$ cat src/rtl/hazard_ctrl_pkg.sv
// Shared encodings and shadow-entry type for the pipeline hazard controller.
package hazard_ctrl_pkg;

    localparam logic [1:0] FWD_REG = 2'b00;
    localparam logic [1:0] FWD_WB  = 2'b01;
    localparam logic [1:0] FWD_MEM = 2'b10;

    typedef enum logic [1:0] {
        HZ_RUN   = 2'b00,
        HZ_DRAIN = 2'b01,
        HZ_HALT  = 2'b10
    } hz_state_e;

    typedef struct packed {
        logic       valid;
        logic [4:0] dst;
        logic       regw;
    } shadow_ent_t;

    // An entry can feed a source only if it really writes a non-zero register.
    function automatic logic fwd_hit(input shadow_ent_t ent, input logic [4:0] src);
        return ent.valid & ent.regw & (ent.dst != 5'd0) & (ent.dst == src);
    endfunction

endpackage

$ cat src/rtl/hazard_ctrl_if.sv
// Decoder-side handshake bundle between the core and the hazard controller.
interface hazard_ctrl_if;
    logic       id_valid;
    logic [4:0] id_rs;
    logic [4:0] id_rt;
    logic       id_uses_rs;
    logic       id_uses_rt;
    logic [4:0] id_dst;
    logic       id_regw;
    logic       id_memr;
    logic       id_jump;
    logic       id_break;
    logic       ex_br_taken;
    logic       pc_en;
    logic       ifid_en;
    logic       ifid_flush;
    logic       idex_bubble;
    logic [1:0] fwd_a;
    logic [1:0] fwd_b;
    logic       halt;

    modport master (
        output id_valid, id_rs, id_rt, id_uses_rs, id_uses_rt, id_dst,
               id_regw, id_memr, id_jump, id_break, ex_br_taken,
        input  pc_en, ifid_en, ifid_flush, idex_bubble, fwd_a, fwd_b, halt
    );

    modport slave (
        input  id_valid, id_rs, id_rt, id_uses_rs, id_uses_rt, id_dst,
               id_regw, id_memr, id_jump, id_break, ex_br_taken,
        output pc_en, ifid_en, ifid_flush, idex_bubble, fwd_a, fwd_b, halt
    );
endinterface

$ cat src/rtl/hazard_fwd_sel.sv
// EX operand forwarding select for one source register; MEM beats WB.
module hazard_fwd_sel
    import hazard_ctrl_pkg::*;
(
    input  logic [4:0]  src,
    input  shadow_ent_t mem_ent,
    input  shadow_ent_t wb_ent,
    output logic [1:0]  sel
);

    // Youngest matching producer wins.
    always_comb begin
        if (fwd_hit(mem_ent, src)) begin
            sel = FWD_MEM;
        end else if (fwd_hit(wb_ent, src)) begin
            sel = FWD_WB;
        end else begin
            sel = FWD_REG;
        end
    end

endmodule

$ cat src/rtl/hazard_ctrl.sv
// Pipeline hazard controller: shadow EX/MEM/WB record, stalls, flushes,
// forwarding selects and the BREAK drain/halt sequencer.
module hazard_ctrl
    import hazard_ctrl_pkg::*;
#(
    parameter int DRAIN_CYCLES = 3
) (
    input  logic          clk,
    input  logic          rst_n,
    hazard_ctrl_if.slave  hz
);

    localparam int CNT_W = (DRAIN_CYCLES > 1) ? $clog2(DRAIN_CYCLES) : 1;

    hz_state_e         state_r;
    logic [CNT_W-1:0]  cnt_r;
    logic              ex_valid_r;
    logic [4:0]        ex_rs_r;
    logic [4:0]        ex_rt_r;
    logic [4:0]        ex_dst_r;
    logic              ex_regw_r;
    logic              ex_memr_r;
    shadow_ent_t       mem_r;
    shadow_ent_t       wb_r;

    logic load_use_s;
    logic brk_acc_s;
    logic pc_en_s;
    logic ifid_en_s;
    logic flush_s;
    logic bubble_s;
    logic halt_s;

    assign load_use_s = ex_valid_r & ex_memr_r & (ex_dst_r != 5'd0) &
                        ((hz.id_uses_rs & (hz.id_rs == ex_dst_r)) |
                         (hz.id_uses_rt & (hz.id_rt == ex_dst_r)));

    // Control outputs: branch > load-use > jump > BREAK while running.
    always_comb begin
        pc_en_s   = 1'b1;
        ifid_en_s = 1'b1;
        flush_s   = 1'b0;
        bubble_s  = 1'b0;
        halt_s    = 1'b0;
        brk_acc_s = 1'b0;
        case (state_r)
            HZ_RUN: begin
                if (hz.ex_br_taken) begin
                    flush_s  = 1'b1;
                    bubble_s = 1'b1;
                end else if (load_use_s) begin
                    pc_en_s   = 1'b0;
                    ifid_en_s = 1'b0;
                    bubble_s  = 1'b1;
                end else if (hz.id_valid & hz.id_jump) begin
                    flush_s = 1'b1;
                end else if (hz.id_valid & hz.id_break) begin
                    brk_acc_s = 1'b1;
                end else begin
                    brk_acc_s = 1'b0;
                end
            end
            HZ_DRAIN: begin
                pc_en_s   = 1'b0;
                ifid_en_s = 1'b0;
                bubble_s  = 1'b1;
            end
            HZ_HALT: begin
                halt_s    = 1'b1;
                pc_en_s   = 1'b0;
                ifid_en_s = 1'b0;
                bubble_s  = 1'b1;
            end
            default: begin
                halt_s    = 1'b1;
                pc_en_s   = 1'b0;
                ifid_en_s = 1'b0;
                bubble_s  = 1'b1;
            end
        endcase
    end

    // BREAK sequencer; an undefined encoding parks in HALT.
    always_ff @(posedge clk or negedge rst_n) begin
        if (!rst_n) begin
            state_r <= HZ_RUN;
            cnt_r   <= '0;
        end else begin
            case (state_r)
                HZ_RUN: begin
                    if (brk_acc_s) begin
                        state_r <= HZ_DRAIN;
                        cnt_r   <= CNT_W'(DRAIN_CYCLES - 1);
                    end else begin
                        state_r <= HZ_RUN;
                    end
                end
                HZ_DRAIN: begin
                    if (cnt_r == '0) begin
                        state_r <= HZ_HALT;
                    end else begin
                        cnt_r <= cnt_r - CNT_W'(1);
                    end
                end
                HZ_HALT: state_r <= HZ_HALT;
                default: state_r <= HZ_HALT;
            endcase
        end
    end

    // Shadow pipeline; a bubble is an all-zero NOP so it never matches.
    always_ff @(posedge clk or negedge rst_n) begin
        if (!rst_n) begin
            ex_valid_r <= 1'b0;
            ex_rs_r    <= 5'd0;
            ex_rt_r    <= 5'd0;
            ex_dst_r   <= 5'd0;
            ex_regw_r  <= 1'b0;
            ex_memr_r  <= 1'b0;
            mem_r      <= '0;
            wb_r       <= '0;
        end else begin
            wb_r  <= mem_r;
            mem_r <= '{valid: ex_valid_r, dst: ex_dst_r, regw: ex_regw_r};
            if (bubble_s) begin
                ex_valid_r <= 1'b0;
                ex_rs_r    <= 5'd0;
                ex_rt_r    <= 5'd0;
                ex_dst_r   <= 5'd0;
                ex_regw_r  <= 1'b0;
                ex_memr_r  <= 1'b0;
            end else begin
                ex_valid_r <= hz.id_valid;
                ex_rs_r    <= hz.id_rs;
                ex_rt_r    <= hz.id_rt;
                ex_dst_r   <= hz.id_dst;
                ex_regw_r  <= hz.id_regw;
                ex_memr_r  <= hz.id_memr;
            end
        end
    end

    hazard_fwd_sel u_fwd_a (
        .src     (ex_rs_r),
        .mem_ent (mem_r),
        .wb_ent  (wb_r),
        .sel     (hz.fwd_a)
    );

    hazard_fwd_sel u_fwd_b (
        .src     (ex_rt_r),
        .mem_ent (mem_r),
        .wb_ent  (wb_r),
        .sel     (hz.fwd_b)
    );

    assign hz.pc_en       = pc_en_s;
    assign hz.ifid_en     = ifid_en_s;
    assign hz.ifid_flush  = flush_s;
    assign hz.idex_bubble = bubble_s;
    assign hz.halt        = halt_s;

endmodule
$ cat src/flat_wrapper.sv
// flat-port wrapper written by rule: the top's interface ports become plain ports
module hazard_ctrl_flat import hazard_ctrl_pkg::*;
#(
    parameter int DRAIN_CYCLES = 3
)
  (clk, rst_n, hz_id_valid, hz_id_rs, hz_id_rt, hz_id_uses_rs, hz_id_uses_rt, hz_id_dst, hz_id_regw, hz_id_memr, hz_id_jump, hz_id_break, hz_ex_br_taken, hz_pc_en, hz_ifid_en, hz_ifid_flush, hz_idex_bubble, hz_fwd_a, hz_fwd_b, hz_halt);
  hazard_ctrl_if hz_i ();
  input  logic clk;
  input  logic rst_n;
  input wire logic [$bits(hz_i.id_valid)-1:0] hz_id_valid;
  input wire logic [$bits(hz_i.id_rs)-1:0] hz_id_rs;
  input wire logic [$bits(hz_i.id_rt)-1:0] hz_id_rt;
  input wire logic [$bits(hz_i.id_uses_rs)-1:0] hz_id_uses_rs;
  input wire logic [$bits(hz_i.id_uses_rt)-1:0] hz_id_uses_rt;
  input wire logic [$bits(hz_i.id_dst)-1:0] hz_id_dst;
  input wire logic [$bits(hz_i.id_regw)-1:0] hz_id_regw;
  input wire logic [$bits(hz_i.id_memr)-1:0] hz_id_memr;
  input wire logic [$bits(hz_i.id_jump)-1:0] hz_id_jump;
  input wire logic [$bits(hz_i.id_break)-1:0] hz_id_break;
  input wire logic [$bits(hz_i.ex_br_taken)-1:0] hz_ex_br_taken;
  output wire logic [$bits(hz_i.pc_en)-1:0] hz_pc_en;
  output wire logic [$bits(hz_i.ifid_en)-1:0] hz_ifid_en;
  output wire logic [$bits(hz_i.ifid_flush)-1:0] hz_ifid_flush;
  output wire logic [$bits(hz_i.idex_bubble)-1:0] hz_idex_bubble;
  output wire logic [$bits(hz_i.fwd_a)-1:0] hz_fwd_a;
  output wire logic [$bits(hz_i.fwd_b)-1:0] hz_fwd_b;
  output wire logic [$bits(hz_i.halt)-1:0] hz_halt;
  assign hz_i.id_valid = hz_id_valid;
  assign hz_i.id_rs = hz_id_rs;
  assign hz_i.id_rt = hz_id_rt;
  assign hz_i.id_uses_rs = hz_id_uses_rs;
  assign hz_i.id_uses_rt = hz_id_uses_rt;
  assign hz_i.id_dst = hz_id_dst;
  assign hz_i.id_regw = hz_id_regw;
  assign hz_i.id_memr = hz_id_memr;
  assign hz_i.id_jump = hz_id_jump;
  assign hz_i.id_break = hz_id_break;
  assign hz_i.ex_br_taken = hz_ex_br_taken;
  assign hz_pc_en = hz_i.pc_en;
  assign hz_ifid_en = hz_i.ifid_en;
  assign hz_ifid_flush = hz_i.ifid_flush;
  assign hz_idex_bubble = hz_i.idex_bubble;
  assign hz_fwd_a = hz_i.fwd_a;
  assign hz_fwd_b = hz_i.fwd_b;
  assign hz_halt = hz_i.halt;
  hazard_ctrl #(.DRAIN_CYCLES(DRAIN_CYCLES)) u_core (.clk(clk), .rst_n(rst_n), .hz(hz_i));
endmodule
$ cat config.mk
export PLATFORM = sky130hd
export DESIGN_NAME = hazard_ctrl_flat
export DESIGN_NICKNAME = d
export VERILOG_FILES = /design/src/rtl/hazard_ctrl_pkg.sv /design/src/rtl/hazard_ctrl_if.sv /design/src/rtl/hazard_fwd_sel.sv /design/src/rtl/hazard_ctrl.sv /design/src/flat_wrapper.sv
export SDC_FILE = /design/constraint.sdc
export NUM_CORES = 1
export LEC_CHECK = 0
export BUFFER_PORTS_ARGS = -buffer_cell sky130_fd_sc_hd__buf_2
export CAP_MARGIN = 30
export CELL_PAD_IN_SITES_DETAIL_PLACEMENT = 1
export CELL_PAD_IN_SITES_GLOBAL_PLACEMENT = 1
export CORE_UTILIZATION = 38
export DETAILED_ROUTE_END_ITERATION = 7
export HOLD_SLACK_MARGIN = 0.12
export MAX_ROUTING_LAYER = met4
export PLACE_DENSITY = 0.8
export SLEW_MARGIN = 40
export SYNTH_ARGS = -nofsm -noshare
export SYNTH_HDL_FRONTEND = slang
export SYNTH_HIERARCHICAL = 1
export SYNTH_SLANG_ARGS = --single-unit
$ cat constraint.sdc
create_clock -name clk -period 1.8 [get_ports clk]
set_clock_uncertainty 0.2 [all_clocks]
set_input_delay 0.09 -clock clk [delete_from_list [all_inputs] [get_ports clk]]
set_output_delay 0.09 -clock clk [all_outputs]
set_load 0.01 [all_outputs]
==> impl_metrics.toml <==
[status]
status = "complete, but fails checks"
violations = "setup timing"

[logic_synthesis]
netlist_area_um2 = 1654
ys.flop_type = "dfrtp_1"
synth-simple-area-share_pct = 14.90
synth_compound_area_share_pct = 11.95
synth_adder_area_share_pct = 0.7564
synth.top_cells.by_area = "dfrtp_1, xnor2_1, and3_1"
ys_async_sr_fraction_pct = 100.0
yosysTopAreaCell = "dfrtp_1"
yosysUniqueCellTypes = 34
synth_most_common_cell = "dfrtp_1"
ys_warn_count = 6
synth_top_area_share_pct = 54.46
synth_common_cells = "dfrtp_1, and3_1, xnor2_1, xor2_1"
synth_xor_xnor_area_share_pct = 13.77
ys_ff_latch = 36
synthMuxAreaShare_pct = 0
ys_seq_area_share_pct = 54.46
syn_nets = 161
synth_top_family_by_area = "simple AND/OR/NAND/NOR gates"
synth_edf_count = 0
synthCells = 135
syn_avg_cell_area_um2 = 12.25

[finish]
fin_nets = 232
antenna_cells = 0
postLayoutCellArea_um2 = 2581
drive_gt1_share_pct = 51.69
synthToLayoutAreaGrowth_pct = 56.05
instances_no_fill = 257

[timing]
setup_viol = 29
tightest_slew_ns = 0.4939
rsz0062_at_grt = "yes"
fin_ws_ns = -0.5050
setup_tns_ns = -10.86
hold_viol_final = 0
fin_crit_sh_pct = 128.1
fin_crit_ns = 2.305
slew_viol_final = 0
relSlewSlack_pct = 66.82
fmax_ghz = 0.4338

[global_route]
grt_usage_pct = 24.59
grt_pass1_vias = 1491
antenna_found_initial = 0
grt_pass1_wl_um = 7590
gr-total-overflow = 0
grt_max_degree = 37

[clock_network]
clock-sinks = 36
clk_pin_slew_worst_paths_ns = 0.07
clk_latency_ns = 0.29
tritoncts = "yes"
root_buffer = "clkbuf_8"
clk_path_buf_depth = 2
numCtsBuffers = 5
htree_levels = 2

[pwr]
p_sw_share_pct = 21.12
intPower_mw = 1.278
power_density_nw_per_um2 = 627.7
pwr-share-seq_pct = 49.9
ir_worst_vdd_v = 0.0005014
clockPowerShare_pct = 43.2
p_comb_share_pct = 7.0
fin_total_pwr_mw = 1.620
power.leakage_nw = 1.163
switching_power_uw = 342.2

[route]
vias = 1370
met1_length_um = 1999
wl_met3_um = 186
antenna_left = 0
routedWlPerCell_um = 20.85
dr.first_iter.drc_count = 22
highest_layer = "met4"
firstDrtPassIters = 4
wl_met2_um = 3060
drc = 0
wirelength_um = 5359
viasPerCell = 5.331

[floorplan]
core_area_um2 = 4086
die_x_um = 67.98
rows = 23
ioPinCount = 34
die_y_um = 67.98
dieArea_um2 = 4621
start_util_pct = 40.48

[placed_design]
placed_area_um2 = 1901
dpl.hpwl_um = 2897
routabilityCongestion = 0.8664
pre_cts_slack_ns = -0.1479
place_inst = 219
portBuffers = 33

[worst_setup_path]
cp.required_ns = 1.51
crit_type = "reg -> out"
critPathArrivalTime_ns = 2.01
critPathLaunchType = "register"
crit_path_max_fanout = 4
slowest_delay_ns = 0.44
crit_chain = "xor2_1 > nor4_1 > a32oi_2 > nand2b_4 > o21a_4 > buf_6"
cp_slowest_cell = "dfrtp_1"
end_kind = "output pin"

[run]
maxCapViolCount = 0

[min_path]
hold_path_class = "in -> async"
worst paths after layout:
| check | slack (ns) | cells after the start | startpoint | to |
|---|---|---|---|---|
| min reg2reg | 0.15 | 0 | u_core/ex_regw_r$_DFF_PN0_ | u_core/mem_r[0]$_DFF_PN0_ |
| max | -0.50 | 6 | u_core/ex_dst_r[1]$_DFF_PN0_ | hz_pc_en |
| min | 0.09 | 2 | rst_n | u_core/wb_r[1]$_DFF_PN0_ |
| max reg2reg | -0.47 | 8 | u_core/ex_dst_r[1]$_DFF_PN0_ | u_core/ex_valid_r$_DFF_PN0_ |
| max in group asynchronous | 0.97 | 2 | rst_n | u_core/mem_r[2]$_DFF_PN0_ |
| min in group clk | 0.15 | 5 | hz_ex_br_taken | u_core/state_r[0]$_DFFE_PN0P_ |
area by class of cell:
class	count	area, um2
Clock inverter	2	35.03
Timing Repair Buffer	70	539.3
Inverter	7	30.03
Clock buffer	6	72.57
Fill cell	409	1505
Sequential cell	36	907.1
Multi-Input combinational cell	86	934.6
Tap cell	50	62.56
cell families (layout without fill, tap and decap cells):
| kind of cell | after synthesis | count (layout) |
|---|---|---|
| simple gates | 40 | 40 |
| flops | 36 | 36 |
| xor+xnor | 26 | 26 |
| compound gates | 19 | 19 |
| buf+inv | 13 | 85 |
| fa+ha+maj | 1 | 1 |
cell usage in the layout (no fill, tap or decap), drive strengths merged, types with 2 or more instances in the layout:
master       synthesis  final
xor2                10     10
nor4                 4      4
xnor2               16     16
nand2                4      4
nor2                 3      3
nor3                 3      3
o2111ai              2      2
o311a                2      2
a2111oi              2      2
inv                  2      2
o41ai                2      2
clkbuf               3      6
dlygate4sd3          0     21
nand4                2      2
o211ai               4      4
dfrtp               36     36
a21o                 2      2
and3                18     18
nand3                2      2
clkinv               5      6
buf                  3     49
o21ai                2      2
worst max-delay path, delay by kind of cell (launching register included):
kind	cells	cell delay [ns]
DFF	1	0.44
and+or+nand+nor	2	0.56
buffers and inverters	1	0.11
AOI/OAI and AO/OA	2	0.42
xor gates and xnor gates	1	0.18
routing by layer:
metal,global-route usage (%),vias to the layer above
met5,-,-
met4,7.031,0
met3,5.667,12
met2,46.45,40
met1,24.87,702
li1,-,616
sequential cells by signal (all words and copies together) (netlist names):
| register | count |
|---|---|
| u_core/ex_rt_r | 5 |
| u_core/ex_valid_r | 1 |
| u_core/state_r | 2 |
| u_core/ex_rs_r | 5 |
| u_core/ex_memr_r | 1 |
| u_core/ex_dst_r | 5 |
| u_core/ex_regw_r | 1 |
| u_core/cnt_r | 2 |
| u_core/wb_r | 7 |
| u_core/mem_r | 7 |
power by group through the flow:
stage / logic [mW] / clock network (mW) / registers (mW)
final: 0.113 / 0.699 / 0.808
after global routing: 0.120 / 0.740 / 0.808
after CTS: 0.0997 / 0.708 / 0.808
after detailed placement: 0.0629 / 0 / 0.824
after global placement: 0.0612 / 0 / 0.824
after floorplan: 0.0122 / 0 / 0.824
through the flow:
stage          util, %  hold slack (ns)
3_5_place_dp     46.51          0.01530
3_3_place_gp     46.51        -0.005594
2_1_floorplan        -          -0.4056
4_1_cts          60.56          0.08758
5_1_grt          63.17           0.1314
6_report         63.17          0.08926
timing repair:
action | CTS | global route
resized for setup | 41 | 13
pin swaps | 23 | 11
hold buffers | 21 | 0
gates cloned | 1 | 0
hold endpoints to repair | 57 | 0
setup endpoints to repair | 28 | 29
buffers inserted | 3 | 6
Note: power is estimated with default switching activity, not from simulation.
